### src/rtl/iobus_pkg.sv
// Shared definitions for the IO bus stream FIFO slave.
// Covers the register map, STATUS/CTRL bit positions and FSM encoding.
package iobus_pkg;

    localparam logic [1:0] REG_DATA   = 2'd0;
    localparam logic [1:0] REG_STATUS = 2'd1;
    localparam logic [1:0] REG_CTRL   = 2'd2;
    localparam logic [1:0] REG_RSVD   = 2'd3;

    localparam int STAT_EMPTY_BIT = 0;
    localparam int STAT_FULL_BIT  = 1;
    localparam int STAT_ERR_BIT   = 2;
    localparam int STAT_LEVEL_LSB = 8;
    localparam int STAT_LEVEL_MSB = 16;

    localparam int CTRL_FLUSH_BIT   = 0;
    localparam int CTRL_CLR_ERR_BIT = 1;

    typedef enum logic [1:0] {
        ST_IDLE       = 2'd0,
        ST_WAIT_SPACE = 2'd1,
        ST_ACK        = 2'd2
    } state_t;

    // Level field is 9 bits wide so it can hold 256 for the deepest FIFO.
    function automatic logic [31:0] pack_status(
        input logic       empty,
        input logic       full,
        input logic       err,
        input logic [8:0] level
    );
        logic [31:0] s;
        s = '0;
        s[STAT_EMPTY_BIT] = empty;
        s[STAT_FULL_BIT]  = full;
        s[STAT_ERR_BIT]   = err;
        s[STAT_LEVEL_MSB:STAT_LEVEL_LSB] = level;
        return s;
    endfunction

endpackage

### src/rtl/sync_fifo.sv
// Single-clock first-word-fall-through FIFO with flush.
// Head word is read straight from the storage array so it is visible the cycle after a push.
module sync_fifo #(
    parameter int DEPTH = 16,
    parameter int WIDTH = 32
) (
    input  logic                       clk,
    input  logic                       rst_n,
    input  logic                       i_push,
    input  logic [WIDTH-1:0]           i_data,
    input  logic                       i_pop,
    input  logic                       i_flush,
    output logic [$clog2(DEPTH):0]     o_level,
    output logic                       o_full,
    output logic                       o_empty,
    output logic [WIDTH-1:0]           o_head
);

    localparam int AW = $clog2(DEPTH);
    localparam int LW = AW + 1;

    logic [WIDTH-1:0] r_mem [DEPTH];
    logic [AW-1:0]    r_wr_ptr;
    logic [AW-1:0]    r_rd_ptr;
    logic [LW-1:0]    r_level;
    logic             w_pop;
    logic             w_push;

    assign o_empty = (r_level == '0);
    assign o_full  = (r_level == LW'(DEPTH));
    assign o_level = r_level;
    assign o_head  = r_mem[r_rd_ptr];

    // Flush wins over a same-cycle pop; a pop frees the slot a push into a full FIFO needs.
    assign w_pop  = i_pop & ~o_empty & ~i_flush;
    assign w_push = i_push & (~o_full | w_pop) & ~i_flush;

    always_ff @(posedge clk) begin
        if (w_push) begin
            r_mem[r_wr_ptr] <= i_data;
        end
    end

    always_ff @(posedge clk or negedge rst_n) begin
        if (!rst_n) begin
            r_wr_ptr <= '0;
            r_rd_ptr <= '0;
            r_level  <= '0;
        end else if (i_flush) begin
            r_wr_ptr <= '0;
            r_rd_ptr <= '0;
            r_level  <= '0;
        end else begin
            if (w_push) begin
                r_wr_ptr <= r_wr_ptr + 1'b1;
            end
            if (w_pop) begin
                r_rd_ptr <= r_rd_ptr + 1'b1;
            end
            case ({w_push, w_pop})
                2'b10:   r_level <= r_level + 1'b1;
                2'b01:   r_level <= r_level - 1'b1;
                default: r_level <= r_level;
            endcase
        end
    end

endmodule

### src/rtl/iobus_stream_fifo.sv
// MicroBlaze MCS IO bus slave feeding a FWFT word FIFO onto a valid/ready stream.
// Stalls the bus (withholds io_ready) while a DATA write waits for space.
module iobus_stream_fifo
    import iobus_pkg::*;
#(
    parameter logic [31:0] BASE_ADDR = 32'hC000_0000,
    parameter int          DEPTH     = 16
) (
    input  logic        clk,
    input  logic        rst,
    input  logic        io_addr_strobe,
    input  logic        io_read_strobe,
    input  logic        io_write_strobe,
    input  logic [3:0]  io_byte_en,
    input  logic [31:0] io_addr,
    input  logic [31:0] io_write_data,
    output logic [31:0] io_read_data,
    output logic        io_ready,
    output logic [31:0] m_data,
    output logic        m_valid,
    input  logic        m_ready
);

    localparam int LW = $clog2(DEPTH) + 1;

    state_t       r_state;
    state_t       w_state_next;
    logic         r_ready;
    logic [31:0]  r_rdata;
    logic [31:0]  r_wdata;
    logic         r_err;

    logic         w_err_next;
    logic [31:0]  w_rdata_next;
    logic         w_latch;
    logic         w_push;
    logic [31:0]  w_push_data;
    logic         w_flush;
    logic         w_pop;
    logic [LW-1:0] w_level;
    logic         w_full;
    logic         w_empty;
    logic [31:0]  w_head;
    logic         w_hit;
    logic         w_start;
    logic [1:0]   w_off;
    logic         w_full_word;
    logic         w_unused;

    assign w_unused    = ^io_addr[1:0];
    assign w_hit       = (io_addr[31:4] == BASE_ADDR[31:4]);
    assign w_start     = io_addr_strobe & w_hit & (r_state == ST_IDLE);
    assign w_off       = io_addr[3:2];
    assign w_full_word = (io_byte_en == 4'b1111);
    assign w_pop       = m_ready & ~w_empty;

    assign io_ready     = r_ready;
    assign io_read_data = r_rdata;
    assign m_valid      = ~w_empty;
    assign m_data       = w_head;

    sync_fifo #(
        .DEPTH (DEPTH),
        .WIDTH (32)
    ) u_fifo (
        .clk     (clk),
        .rst_n   (rst),
        .i_push  (w_push),
        .i_data  (w_push_data),
        .i_pop   (m_ready),
        .i_flush (w_flush),
        .o_level (w_level),
        .o_full  (w_full),
        .o_empty (w_empty),
        .o_head  (w_head)
    );

    always_comb begin
        w_state_next = r_state;
        w_push       = 1'b0;
        w_push_data  = io_write_data;
        w_flush      = 1'b0;
        w_err_next   = r_err;
        w_rdata_next = '0;
        w_latch      = 1'b0;
        case (r_state)
            ST_IDLE: begin
                if (w_start) begin
                    w_latch      = 1'b1;
                    w_state_next = ST_ACK;
                    if (io_write_strobe) begin
                        case (w_off)
                            REG_DATA: begin
                                if (!w_full_word) begin
                                    w_err_next = 1'b1;
                                end else if (!w_full || w_pop) begin
                                    w_push = 1'b1;
                                end else begin
                                    w_state_next = ST_WAIT_SPACE;
                                end
                            end
                            REG_CTRL: begin
                                w_flush = io_write_data[CTRL_FLUSH_BIT];
                                if (io_write_data[CTRL_CLR_ERR_BIT]) begin
                                    w_err_next = 1'b0;
                                end
                            end
                            default: ;
                        endcase
                    end else if (io_read_strobe && (w_off == REG_STATUS)) begin
                        // Sampled before any same-cycle pop lands.
                        w_rdata_next = pack_status(w_empty, w_full, r_err, 9'(w_level));
                    end
                end
            end
            ST_WAIT_SPACE: begin
                if (!w_full || w_pop) begin
                    w_push       = 1'b1;
                    w_push_data  = r_wdata;
                    w_state_next = ST_ACK;
                end
            end
            ST_ACK: begin
                w_state_next = ST_IDLE;
            end
            default: begin
                w_state_next = ST_IDLE;
            end
        endcase
    end

    always_ff @(posedge clk or negedge rst) begin
        if (!rst) begin
            r_state <= ST_IDLE;
            r_ready <= 1'b0;
            r_rdata <= '0;
            r_wdata <= '0;
            r_err   <= 1'b0;
        end else begin
            r_state <= w_state_next;
            r_ready <= (w_state_next == ST_ACK);
            r_rdata <= w_rdata_next;
            r_err   <= w_err_next;
            if (w_latch) begin
                r_wdata <= io_write_data;
            end
        end
    end

endmodule

### config.mk
export PLATFORM = sky130hd
export DESIGN_NAME = iobus_stream_fifo
export DESIGN_NICKNAME = d
export VERILOG_FILES = /design/src/rtl/iobus_pkg.sv /design/src/rtl/sync_fifo.sv /design/src/rtl/iobus_stream_fifo.sv
export SDC_FILE = /design/constraint.sdc
export NUM_CORES = 1
export LEC_CHECK = 0
export BUFFER_PORTS_ARGS = -buffer_cell sky130_fd_sc_hd__buf_2
export CORE_UTILIZATION = 62
export DETAILED_ROUTE_END_ITERATION = 8
export HOLD_SLACK_MARGIN = 0.05
export PLACE_DENSITY_LB_ADDON = 0.15
export SLEW_MARGIN = 30
export SYNTH_ARGS = -nofsm -noshare
export SYNTH_HDL_FRONTEND = slang
export SYNTH_HIERARCHICAL = 1
export SYNTH_SLANG_ARGS = --single-unit
### constraint.sdc
create_clock -name clk -period 11.8 [get_ports clk]
set_input_delay 0.59 -clock clk [delete_from_list [all_inputs] [get_ports clk]]
set_output_delay 0.59 -clock clk [all_outputs]
set_load 0.05 [all_outputs]
==> flow_summary.toml <==
[layout]
drive_gt1_share_pct = 30.7
area_delta_synth_final_pct = 12.7
n_fill_cell = 2251
nets = 1467
finalCoreUtilization_pct = 71.1

[setup_path]
endpoint_kind = "output port"
path_class = "reg2out"
reg2reg_slack_ns = 7.74
arrival_ns = 4.15
startpoint = "u_fifo/r_rd_ptr[0]"
cp.required_ns = 11.21
rr_endpoint = "u_fifo/o_level[4]"
reg2reg_from = "u_fifo/o_level[1]"
ff2ff_path_depth = 12
start_kind = "flip-flop"
crit_fanout = 57

[logic_synthesis]
syn_area_um2 = 23200
yosys.area.top_type = "edfxtp_1"
synth_cell_types = 58
synth_edf_count = 512
synth_cells = 1254
synth_top_area_share_pct = 66.4
yosysSeqAreaShare_pct = 72.6
synthArstFlopShare_pct = 10.0
synth_ff_type = "edfxtp_1"
synth_top_cells_by_area = "edfxtp_1 (66%), mux4_2 (6.2%), dfrtp_1 (6.2%), mux2i_1 (4.2%), mux2_2 (3.3%)"
synth_area_per_cell_um2 = 18.5
yosysMostFrequentCell = "edfxtp_1"
synth_common_cells = "edfxtp_1 (512), mux2i_1 (97), mux2_2 (68)"
ys_seq_elements = 569
yosys_warnings = 6

[global_route]
grt_pass1_wl_um = 73000
antenna_found_initial = 2
grt_pass1_vias = 12000
grt_use_total_pct = 26.2
grt.overflow.total = 0
grt_max_degree = 65

[place]
dpl.hpwl_um = 25300
globalplace.congestion = 0.746
io_buffers = 113
dp_slack_ns = 7.22

[drt]
routed_wl_um = 48800
vias_per_cell = 6.31
wl_per_cell_um = 25.7
drt_iter0_markers = 1141
dr.pass1.iters = 5
postRouteAntennaNets = 0
via_count = 12000
drc = 0

[sta]
tns_ns = 0
max_slew.worst_pin.slew_ns = 0.935
skew_ns = 0.0189
slew_viol_final = 0
hold_violations = 0
max_freq_mhz = 211
period_minus_slack_ns = 4.74
rsz0062_at_grt = "no"
whs_ns = 0.0997
fin_ws_ns = 7.06
slew_headroom_pct = 37.6
setup_viol = 0
finalCritPeriodShare_pct = 40.2

[cts]
cts_tree = "built"
insertion_delay_ns = 0.59
cts_max_path_buffers = 3
cts_hold_buffers = 0
clkTransAtPathRegs_ns = 0.06
cts-root-buf = "clkbuf_16"
cts.sinks = 569
cts_setup_buffers = 0
numCtsBuffers = 55
cts_resized = 0
htree_levels = 2

[power_and_ir_drop]
power.density_nw_per_um2 = 225
peakVddDrop_mv = 0.174
clockPowerShare_pct = 31.2
p_int_mw = 3.92
p_sw_mw = 1.97
combPwrFrac_pct = 29.8
seqPwrFrac_pct = 39.0
p_leak_nw = 9.22
sw_frac_of_total_pct = 33.4

[die]
rows = 70
initial_utilization_pct = 63.1
core_area_um2 = 36700
io_pins = 140
die_h_um = 195
dieArea_um2 = 38100
die_x_um = 195

[run]
drv_cap = 0

[min_path]
hold_class = "in2async"

[status]
outcome = "finished clean"
## worst max-delay path, stage by stage (launching register included)
cell and delay (ns):
dfrtp_4 0.86, buf_6 0.64, buf_6 0.64, mux2i_1 0.20, a221oi_1 0.48, o21ai_0 0.19, nand2_1 0.19, buf_2 0.29
## metal layers
metal / share of wire, % / global-route usage, % / vias up
met5: 0.027 / 0 / -
met4: 2.3 / 7.82 / 2
met3: 7.5 / 4.58 / 73
met2: 48 / 42.5 / 489
met1: 42 / 37.0 / 6189
li1: - / - / 5229
## cell type report
type / instances / area (um2) / share of cell area (%)
Multi-Input combinational cell: 607 / 5940 / 22.8
Clock buffer: 75 / 1590 / 6.10
Clock inverter: 29 / 334 / 1.28
Antenna cell: 1 / 2.50 / 0.00959
Inverter: 11 / 41.3 / 0.158
Timing Repair Buffer: 140 / 796 / 3.05
Tap cell: 468 / 586 / 2.24
Sequential cell: 569 / 16800 / 64.4
## power groups by stage
| stage | sequential [mW] | combinational (mW) | clock [mW] |
|---|---|---|---|
| finish | 2.29 | 1.75 | 1.84 |
| global route | 2.30 | 1.87 | 1.93 |
| CTS | 2.30 | 1.77 | 1.86 |
| detailed placement | 2.34 | 1.76 | 0 |
| global placement | 2.34 | 1.74 | 0 |
| floorplan | 2.26 | 1.45 | 0 |
## placed cells by master (no fill, tap or decap), types with 11 or more instances in the layout
cell / n
nand2_1: 42
conb_1: 24
a22oi_1: 32
mux2_2: 68
mux2_4: 28
o21ai_0: 66
edfxtp_1: 512
clkbuf_8: 14
nor2_4: 13
mux2i_1: 97
buf_4: 22
a21oi_1: 36
inv_1: 11
nor2_1: 17
clkinv_2: 17
mux4_2: 64
clkbuf_16: 55
a221oi_1: 32
dfrtp_1: 54
buf_2: 113
## per-stage QoR
| stage | std cells | cell area [um2] | power, mW |
|---|---|---|---|
| 4_1_cts | 1898 | 26100 | 5.92 |
| 5_1_grt | 1899 | 26100 | 6.10 |
| 2_1_floorplan | 1277 | 23200 | 3.71 |
| 6_report | 1900 | 26100 | 5.88 |
| 3_5_place_dp | 1794 | 24100 | 4.09 |
| 3_3_place_gp | 1794 | 24100 | 4.08 |
## worst max path at each step
stage                                     to  slack [ns]  cells after the start
after detailed placement  u_fifo/r_mem[2][2]        7.22                     10
after floorplan           u_fifo/r_mem[0][0]        6.76                      9
after CTS                         m_data[23]        6.49                      7
after global placement             m_data[7]        7.27                      7
final                             m_data[23]        7.06                      7
after global routing              m_data[23]        6.83                      7
## kinds of logic (layout without fill, tap and decap cells)
group / count (synthesis) / after routing / share of synthesized area [%]
simple gates: 123 / 123 / 3.03
other cells: 1 / 25 / 0.0162
fa+ha+maj: 9 / 9 / 0.519
mux: 261 / 261 / 15.7
compound gates: 181 / 181 / 5.03
flops: 569 / 569 / 72.6
xor+xnor: 9 / 9 / 0.340
buf+inv: 101 / 255 / 2.76
## registers in the layout, summed over array words and instances (netlist names)
name,count
r_state,2
u_fifo/r_rd_ptr,4
io_read_data,8
r_wdata,32
r_err,1
u_fifo/r_wr_ptr,4
u_fifo/r_mem,512
io_ready,1
u_fifo/o_level,5
Note: power is estimated with default switching activity, not from simulation.
